`src/rtl/prism_sched_pkg.sv`:
```
// rtl/prism_sched_pkg.sv - shared types and constants for the PRISM reload scheduler
// Contents: state_t (sequencer states), reload_entry_t ({addr,data} queue word),
//           default widths and the reset down-counter width.
package prism_sched_pkg;

  localparam int PKG_AW    = 6;
  localparam int PKG_DW    = 32;
  // Wide enough for any practical RST_CYCLES value (up to 256).
  localparam int RST_CNT_W = 8;

  typedef enum logic [2:0] {
    IDLE,
    QUIESCE,
    RESET,
    LOAD,
    RELEASE,
    RESUME
  } state_t;

  typedef struct packed {
    logic [PKG_AW-1:0] addr;
    logic [PKG_DW-1:0] data;
  } reload_entry_t;

endpackage

```
`src/rtl/prism_reload_sched_if.sv`:
```
// rtl/prism_reload_sched_if.sv - host debug write bus with ready handshake
// Signals: addr/wdata/wr driven by the host, ready returned by the scheduler.
// Modports: master = host side, slave = scheduler side.
interface prism_reload_sched_if
  import prism_sched_pkg::*;
#(
  parameter int AW = PKG_AW,
  parameter int DW = PKG_DW
) ();

  logic [AW-1:0] addr;
  logic [DW-1:0] wdata;
  logic          wr;
  logic          ready;

  modport master (output addr, output wdata, output wr, input ready);
  modport slave  (input addr, input wdata, input wr, output ready);

endinterface

```
`src/rtl/prism_reload_fifo.sv`:
```
// rtl/prism_reload_fifo.sv - DEPTH-entry FIFO of reload_entry_t words
// Ports: clk, rst (sync, active-high), push/wdata (write, ignored when full),
//        pop (ignored when empty), head (oldest entry), full, empty, count (0..DEPTH).
module prism_reload_fifo
  import prism_sched_pkg::*;
#(
  parameter int DEPTH = 8
) (
  input  logic                     clk,
  input  logic                     rst,
  input  logic                     push,
  input  reload_entry_t            wdata,
  input  logic                     pop,
  output reload_entry_t            head,
  output logic                     full,
  output logic                     empty,
  output logic [$clog2(DEPTH):0]   count
);

  localparam int PW = $clog2(DEPTH);
  localparam int CW = PW + 1;

  reload_entry_t mem [DEPTH];
  logic [PW-1:0] wptr;
  logic [PW-1:0] rptr;
  logic          do_push;
  logic          do_pop;

  assign full    = (count == CW'(DEPTH));
  assign empty   = (count == '0);
  assign do_push = push & ~full;
  assign do_pop  = pop & ~empty;
  assign head    = mem[rptr];

  // Pointers wrap naturally because DEPTH is a power of two.
  always_ff @(posedge clk) begin
    if (rst) begin
      wptr  <= '0;
      rptr  <= '0;
      count <= '0;
    end else begin
      if (do_push) wptr <= wptr + PW'(1);
      if (do_pop)  rptr <= rptr + PW'(1);
      unique case ({do_push, do_pop})
        2'b10:   count <= count + CW'(1);
        2'b01:   count <= count - CW'(1);
        default: ;
      endcase
    end
  end

  always_ff @(posedge clk) begin
    if (do_push) mem[wptr] <= wdata;
  end

endmodule

```
`src/rtl/prism_reload_sched.sv`:
```
// rtl/prism_reload_sched.sv - owns the PRISM debug port; passes host writes through or hot-reloads
// Ports: clk, rst (sync, active-high); host (slave bus: addr/wdata/wr/ready);
//        host_enable; queue push q_push/q_addr/q_data, q_count, sticky q_err, clr_err;
//        triggers start, auto_reload+prism_halt; status busy, done;
//        prism_addr/wdata/wr/enable/reset towards the prism instance.
module prism_reload_sched
  import prism_sched_pkg::*;
#(
  parameter int DEPTH      = 8,
  parameter int AW         = PKG_AW,
  parameter int DW         = PKG_DW,
  parameter int RST_CYCLES = 2
) (
  input  logic                   clk,
  input  logic                   rst,
  prism_reload_sched_if.slave    host,
  input  logic                   host_enable,
  input  logic                   q_push,
  input  logic [AW-1:0]          q_addr,
  input  logic [DW-1:0]          q_data,
  output logic [$clog2(DEPTH):0] q_count,
  output logic                   q_err,
  input  logic                   clr_err,
  input  logic                   start,
  input  logic                   auto_reload,
  input  logic                   prism_halt,
  output logic                   busy,
  output logic                   done,
  output logic [AW-1:0]          prism_addr,
  output logic [DW-1:0]          prism_wdata,
  output logic                   prism_wr,
  output logic                   prism_enable,
  output logic                   prism_reset
);

  localparam int CW = $clog2(DEPTH) + 1;

  state_t                 state;
  state_t                 state_nx;
  logic                   halt_q;
  logic                   pend;
  logic                   en_q;
  logic [RST_CNT_W-1:0]   rst_cnt;
  logic                   trigger;
  logic                   q_reject;
  logic                   fifo_full;
  logic                   fifo_empty;
  logic                   do_pop;
  reload_entry_t          push_entry;
  reload_entry_t          head;

  assign trigger    = start | (auto_reload & prism_halt & ~halt_q);
  assign q_reject   = q_push & (fifo_full | busy);
  assign do_pop     = (state == LOAD) & ~fifo_empty;
  assign push_entry = '{addr: q_addr, data: q_data};

  prism_reload_fifo #(.DEPTH(DEPTH)) u_fifo (
    .clk   (clk),
    .rst   (rst),
    .push  (q_push & ~busy),
    .wdata (push_entry),
    .pop   (do_pop),
    .head  (head),
    .full  (fifo_full),
    .empty (fifo_empty),
    .count (q_count)
  );

  always_ff @(posedge clk) begin
    if (rst) state <= IDLE;
    else     state <= state_nx;
  end

  // pend is only armed from IDLE, so triggers during a reload are dropped.
  always_ff @(posedge clk) begin
    if (rst) begin
      halt_q  <= 1'b0;
      en_q    <= 1'b0;
      pend    <= 1'b0;
      q_err   <= 1'b0;
      rst_cnt <= '0;
    end else begin
      halt_q <= prism_halt;
      en_q   <= host_enable;
      if (state == RESUME)                pend <= 1'b0;
      else if (state == IDLE && trigger)  pend <= 1'b1;
      if (q_reject)     q_err <= 1'b1;
      else if (clr_err) q_err <= 1'b0;
      if (state == QUIESCE)                    rst_cnt <= RST_CNT_W'(RST_CYCLES - 1);
      else if (state == RESET && rst_cnt != '0) rst_cnt <= rst_cnt - RST_CNT_W'(1);
    end
  end

  // LOAD is skipped entirely for an empty queue and left right after the last pop,
  // so the reload spans exactly 3 + RST_CYCLES + N cycles.
  always_comb begin
    state_nx = state;
    unique case (state)
      IDLE:    if (pend) state_nx = QUIESCE;
      QUIESCE: state_nx = RESET;
      RESET:   if (rst_cnt == '0) state_nx = fifo_empty ? RELEASE : LOAD;
      LOAD:    if (q_count <= CW'(1)) state_nx = RELEASE;
      RELEASE: state_nx = RESUME;
      RESUME:  state_nx = IDLE;
      default: state_nx = IDLE;
    endcase
  end

  always_comb begin
    host.ready   = 1'b0;
    prism_addr   = head.addr;
    prism_wdata  = head.data;
    prism_wr     = 1'b0;
    prism_enable = 1'b0;
    prism_reset  = 1'b0;
    busy         = 1'b1;
    done         = 1'b0;
    unique case (state)
      IDLE: begin
        host.ready   = 1'b1;
        prism_addr   = host.addr;
        prism_wdata  = host.wdata;
        prism_wr     = host.wr;
        prism_enable = en_q;
        busy         = 1'b0;
      end
      RESET: prism_reset = 1'b1;
      LOAD: begin
        prism_reset = 1'b1;
        // A reset arriving mid-load suppresses the write in that very cycle.
        prism_wr    = ~fifo_empty & ~rst;
      end
      RESUME: begin
        done         = 1'b1;
        prism_enable = en_q;
      end
      default: ;
    endcase
  end

endmodule

```
`src/flat_wrapper.sv`:
```
// flat-port wrapper written by rule: the top's interface ports become plain ports
module prism_reload_sched_flat import prism_sched_pkg::*;
#(
  parameter int DEPTH      = 8,
  parameter int AW         = PKG_AW,
  parameter int DW         = PKG_DW,
  parameter int RST_CYCLES = 2
)
  (clk, rst, host_enable, q_push, q_addr, q_data, q_count, q_err, clr_err, start, auto_reload, prism_halt, busy, done, prism_addr, prism_wdata, prism_wr, prism_enable, prism_reset, host_addr, host_wdata, host_wr, host_ready);
  prism_reload_sched_if #(.AW(AW), .DW(DW)) host_i ();
  input  logic clk;
  input  logic rst;
  input  logic host_enable;
  input  logic q_push;
  input  logic [AW-1:0] q_addr;
  input  logic [DW-1:0] q_data;
  output logic [$clog2(DEPTH):0] q_count;
  output logic q_err;
  input  logic clr_err;
  input  logic start;
  input  logic auto_reload;
  input  logic prism_halt;
  output logic busy;
  output logic done;
  output logic [AW-1:0] prism_addr;
  output logic [DW-1:0] prism_wdata;
  output logic prism_wr;
  output logic prism_enable;
  output logic prism_reset;
  input wire logic [$bits(host_i.addr)-1:0] host_addr;
  input wire logic [$bits(host_i.wdata)-1:0] host_wdata;
  input wire logic [$bits(host_i.wr)-1:0] host_wr;
  output wire logic [$bits(host_i.ready)-1:0] host_ready;
  assign host_i.addr = host_addr;
  assign host_i.wdata = host_wdata;
  assign host_i.wr = host_wr;
  assign host_ready = host_i.ready;
  prism_reload_sched #(.DEPTH(DEPTH), .AW(AW), .DW(DW), .RST_CYCLES(RST_CYCLES)) u_core (.clk(clk), .rst(rst), .host(host_i), .host_enable(host_enable), .q_push(q_push), .q_addr(q_addr), .q_data(q_data), .q_count(q_count), .q_err(q_err), .clr_err(clr_err), .start(start), .auto_reload(auto_reload), .prism_halt(prism_halt), .busy(busy), .done(done), .prism_addr(prism_addr), .prism_wdata(prism_wdata), .prism_wr(prism_wr), .prism_enable(prism_enable), .prism_reset(prism_reset));
endmodule
```
`config.mk`:
```
export PLATFORM = sky130hd
export DESIGN_NAME = prism_reload_sched_flat
export DESIGN_NICKNAME = d
export VERILOG_FILES = /design/src/rtl/prism_sched_pkg.sv /design/src/rtl/prism_reload_sched_if.sv /design/src/rtl/prism_reload_fifo.sv /design/src/rtl/prism_reload_sched.sv /design/src/flat_wrapper.sv
export SDC_FILE = /design/constraint.sdc
export NUM_CORES = 1
export LEC_CHECK = 0
export CORE_UTILIZATION = 45
export CTS_CLUSTER_SIZE = 8
export DETAILED_ROUTE_END_ITERATION = 10
export PLACE_DENSITY = 0.74
export SETUP_SLACK_MARGIN = 0.3
export SKIP_CTS_REPAIR_TIMING = 1
export SYNTH_ARGS = -nofsm -noshare
export SYNTH_HDL_FRONTEND = slang
export SYNTH_SLANG_ARGS = --single-unit
```
`constraint.sdc`:
```
create_clock -name clk -period 9.28 [get_ports clk]
set_input_delay 2.32 -clock clk [delete_from_list [all_inputs] [get_ports clk]]
set_output_delay 2.32 -clock clk [all_outputs]
set_load 0.02 [all_outputs]
```
# --- Yosys cells after proc, flatten, opt, wreduce, memory -nomap -nowiden ---
# Memories as Yosys holds them, arrays and structs flattened. A register that Yosys moved wholly into a read port is not among the register bits.
# Cells that the tools add are included.
op_classes:
  bitwise_logic: 14
  n_lt_le_gt_ge: 1
  reduce_logical: 14
  addsub: 5
  eq_ne: 11
  mux: 22
ops:
  columns: ["op", "count"]
  rows:
  - ["32-bit 2-to-1 mux", 1]
  - ["3-bit 2-to-1 mux", 6]
  - ["3-bit one-hot mux with 5 select lines", 1]
  - ["1-bit 2-to-1 mux", 11]
  - ["1-bit bitwise AND", 8]
  - ["8-bit zero test", 1]
  - ["4-bit one-hot mux with 2 select lines", 1]
  - ["8-bit nonzero test", 1]
  - ["2-bit OR reduction", 4]
  - ["8-bit by 1-bit subtractor with 8-bit output, second input constant", 1]
  - ["3-bit by 1-bit adder with 3-bit output, second input constant", 2]
  - ["3-bit by 2-bit equality test with 1-bit output, second input constant", 2]
  - ["3-bit equality test, second input constant", 2]
  - ["6-bit 2-to-1 mux", 1]
  - ["2-bit nonzero test", 3]
  - ["4-bit by 1-bit adder with 4-bit output, second input constant", 1]
  - ["4-bit equality test, second input constant", 1]
  - ["4-bit by 1-bit less-or-equal comparator with 1-bit output, second input constant", 1]
  - ["4-bit zero test", 1]
  - ["2-bit inequality test, second input constant", 2]
  - ["1-bit inverter", 4]
  - ["4-bit by 1-bit subtractor with 4-bit output, second input constant", 1]
  - ["3-bit by 1-bit equality test with 1-bit output, second input constant", 1]
  - ["3-bit zero test", 1]
  - ["other kinds (7)", 9]
word_totals:
  register_bits: 25
  inputBits: 85
  out_inout_bits: 49
  elab_cells: 78
  mem_count: 1
  ram_bits: 304
memory_table:
  columns: ["memory", "depth", "width", "rd", "rd_clocked_by_memory_dff", "write_ports", "line", "source"]
  rows:
  - ["u_core.u_fifo.mem", 8, 38, 1, 1, 1, "prism_reload_fifo.sv:23", "reload_entry_t mem [DEPTH];"]

# --- Logic depth before layout (Yosys ltp) ---
logic_depth:
  depth_word: 6
  depth_mapped: 10

# --- Cells and area by module ---
# Synthesis repeated with hierarchy kept, for this count alone.
unflattened:
  cells_unflattened: 729
  area_unflattened_um2: 13389.1
modules_own_cells:
  columns: ["mod", "n_inst", "area_per_inst_um2", "cells_per_inst", "seq_area_each_um2"]
  rows:
  - ["prism_reload_fifo", 1, 12039.0, 514, 9389.0]
  - ["prism_reload_sched", 1, 1350.0, 215, 300.3]

# --- Worst setup path after synthesis ---
# Ideal clock, no wire load.
synth_path:
  path_kind: "input to register"
  from: "input q_push"
  to: "memory u_core.u_fifo.mem[0][0] (netlist bit) (enable)"
  n_path_buf: 0
  stages: 2
  setup_ns: 0.529
  t_arrival_ns: 6.200
  setup_slack_ns: 2.551
  cell_sequence: "nand3_1 -> nor4_1"
synth_between:
  elab_chain_len: 4
synth_lines:
  columns: ["element", "line", "source"]
  rows:
  - ["from (decl)", "flat_wrapper.sv:14", "input logic q_push;"]
  - ["1-bit bitwise AND", "prism_reload_sched.sv:60", ".push (q_push & ~busy),"]
  - ["1-bit bitwise AND", "prism_reload_fifo.sv:31", "assign do_push = push & ~full;"]
  - ["1-bit 2-to-1 mux", "prism_reload_fifo.sv:53", "if (do_push) mem[wptr] <= wdata;"]
  - ["1-bit 2-to-1 mux (implied by the code)", "prism_reload_fifo.sv:53", null]
  - ["to (decl)", "prism_reload_fifo.sv:23", null]
# Every way passes these cells.

# --- Final worst setup path ---
layout_path:
  from: "input rst"
  to: "output prism_wr"
layout_between:
  elab_chain_len: 3
layout_lines:
  columns: ["element", "line", "source"]
  rows:
  - ["from (decl)", "flat_wrapper.sv:12", "input logic rst;"]
  - ["1-bit inverter", "prism_reload_sched.sv:131", "prism_wr = ~fifo_empty & ~rst;"]
  - ["1-bit bitwise AND", "prism_reload_sched.sv:131", null]
  - ["1-bit one-hot mux with 2 select lines", "prism_reload_sched.sv:118", "unique case (state)"]
  - ["to (decl)", "flat_wrapper.sv:27", "output logic prism_wr;"]
# Every way passes these cells.

==> run_results.csv <==
group,metric,value,unit
drt,initialDrtViolationCount,617,
synth,syn-mean-instance-area,20.1,um^2
die,row_count,61,
sta,finalSetupViolCount,0,
die,start_util,0.463,
critical_path,crit_fanout,18,
critical_path,r2r-start,"u_core.state[0]$_SDFFE_PP0P_",
global_routing,grt_start_max_net_pins,42,
drt,drc,0,
synth,syn-cell-area,13000,um^2
power_and_ir_drop,powerDensity,238,nW/um^2
sta,setup_ws,2.80,ns
synth,synth.area.mux_share,0.135,
clocking,clockBufferDepth,3,
die,die_x,172,um
min_path,hp-class,"reg -> reg",
synth,synth.largest_area_cell,"edfxtp_1",
sta,hold_viol,0,
sta,max_freq,154,MHz
synth,ys_top_cells_by_area,"edfxtp_1, mux4_2, dfxtp_1",
synth,synth_flop_cell,"edfxtp_1",
global_routing,grt_pass1_vias,7165,
synth,synth_adder_area_share,0.00770,
sta,min_period,6.48,ns
sta,post-route-period-util,0.698,
sta,timing.clock.skew,0.0155,ns
sta,max_slew_margin,0.286,
synth,yosys.area_share.simple,0.0477,
synth,syn_nets,739,
global_routing,grt_pass1_wl,42.3,mm
synth,synth_most_common_cell,"edfxtp_1",
drt,drtAntennaViolNets,0,
placement,port_buffers,133,
job,cap_violations,0,
clocking,root_buffer,"clkbuf_16",
global_routing,antenna_found_initial,2,
drt,first_pass_iters,5,
synth,synth_edf_count,304,
min_path,min_to,"u_core.rst_cnt[7]$_SDFFE_PP0P_",
placement,hpwl,15.8,mm
clocking,htreeDepth,2,
critical_path,crit_arrival,4.16,ns
power_and_ir_drop,vdd_drop_max,167,uV
synth,synth_top_area_share,0.702,
synth,synth_top_family_by_area,"multiplexers",
drt,totalWireLength,27.8,mm
synth,yosysWarnings,0,
sta,finalMaxSlewViolations,0,
sta,tightest_slew,1.07,ns
critical_path,crit_type,"in -> out",
drt,wl_per_cell,23.2,um
drt,avgViaCountPerCell,5.79,
synth,synth_seq_cells,332,
critical_path,start_kind,"primary input",
finish,syn_to_final_growth,23.9,%
min_path,min_path_cells,2,
finish,final_nets,902,
finish,antenna_cells,0,
critical_path,r2r-end,"u_core.u_fifo.mem[4][20]$_DFFE_PP_",
clocking,clock_sinks,332,
critical_path,required,6.96,ns
min_path,hold_start,"u_core.rst_cnt[7]$_SDFFE_PP0P_",
clocking,cts_tree,"yes",
critical_path,worst_r2r_path_depth,5,
clocking,cts_buffers,47,
die,dieArea,29600,um^2
synth,netlist_instances,646,
die,ios,134,
status,status,"complete, no violations",
critical_path,worst_setup_path_end_kind,"output pin",
die,core-area,28100,um^2
sta,fin_tns_setup,0,ns
synth,synth_common_cells,"edfxtp_1, mux4_2, and3_1",
synth,ys_async_sr_fraction,0,
synth,synth_cell_types,50,
clocking,path_clk_slew,0.05,ns
finish,fillers,2118,
finish,drive_above_1_share,0.198,
clocking,clk_latency,0.54,ns
synth,synth_seq_area_share,0.745,
die,die_h,172,um
drt,dr_total_vias,6919,
global_routing,grt_usage,0.194,
global_routing,overflow,0,
critical_path,r2r_slack,5.91,ns
synth,synth_compound_area_frac,0.0423,
placement,dp_slack,2.78,ns
sta,grt_setup_unrepaired,"no",
critical_path,startpoint,"rst",
placement,gp_congestion,0.713,
synth,synth_xor_area_frac,0.00808,
power_and_ir_drop,p_leak,5.25,nW
==> worst max-delay path by stage <==
| stage | endpoint | depth (start not counted) |
|---|---|---|
| after global routing | prism_wr | 4 |
| final | prism_wr | 4 |
| after CTS | prism_wr | 4 |
| after global placement | prism_wr | 4 |
| after floorplan | u_core.u_fifo.mem[0][0]$_DFFE_PP_ | 2 |
| after detailed placement | prism_wr | 4 |
==> routing by layer <==
layer	vias to the layer above	GRT usage	share of wire
li1	3022	-	-
met1	3600	0.275	0.43
met2	252	0.302	0.47
met3	43	0.0426	0.073
met4	2	0.0604	0.020
met5	-	0	0.00047
==> stage by stage <==
step                instance area (um^2)  total power, mW  std cells   util  hold slack [ns]
global placement                   14800             2.37       1138  0.529            0.463
CTS                                16100             3.87       1196  0.574            0.480
floorplan                          13000             2.10        646      -            0.448
global route                       16100             3.97       1196  0.574            0.506
finish                             16100             3.84       1196  0.574            0.479
detailed placement                 14800             2.38       1138  0.529            0.473
==> where the power goes <==
part	total, mW	internal (mW)	switching [mW]
Sequential	1.75	1.72	0.0318
Clock	1.48	0.902	0.580
Combinational	0.599	0.264	0.336
==> area by class of cell <==
cell class / instances / area [um^2] / share of cell area
Multi-Input combinational cell: 271 / 3190 / 0.198
Timing Repair Buffer: 150 / 1460 / 0.0906
Clock inverter: 4 / 60.1 / 0.00373
Sequential cell: 332 / 9700 / 0.602
Tap cell: 378 / 473 / 0.0294
Inverter: 7 / 26.3 / 0.00163
Clock buffer: 54 / 1200 / 0.0746
==> critical path: stages <==
cell and delay (ns):
clkdlybuf4s50_1 0.89, inv_1 0.18, a22o_1 0.24, clkdlybuf4s50_1 0.53
==> cell families after synthesis <==
kind of cell | after synthesis
AND/OR/NAND/NOR | 107
XOR/XNOR | 12
flip-flops | 332
buffers and inverters | 43
adder cells (fa/ha/maj) | 8
AO/OA/AOI/OAI | 64
multiplexers | 80
==> cell usage in the layout (no fill, tap or decap), types with 2 or more instances in the layout <==
cell type	n
or4b_1	2
xor2_1	8
a221o_1	38
buf_4	17
nor2b_1	4
o211ai_1	3
dfxtp_1	25
dfxtp_4	2
nor3b_1	2
ha_1	8
nand4_1	2
nand2b_1	3
inv_1	6
mux4_2	76
mux2i_1	3
clkbuf_1	7
clkbuf_16	47
nor3_1	3
o21ai_0	4
clkdlybuf4s50_1	133
o2111ai_1	2
nor2_4	4
a21oi_1	9
nor3_2	4
and3_1	39
nand2_1	8
edfxtp_1	304
xnor2_1	4
nor2_1	23
==> state kept, by name (all words and copies together), names as in the netlist, named ones only <==
signal,cells
u_core.u_fifo.count,4
u_core.u_fifo.wptr,3
u_core.rst_cnt,8
u_core.u_fifo.rptr,3
u_core.u_fifo.mem,304
u_core.halt_q,1
u_core.pend,1
u_core.en_q,1
u_core.state,3
u_core.q_err,1
Note: power is estimated with default switching activity, not from simulation.
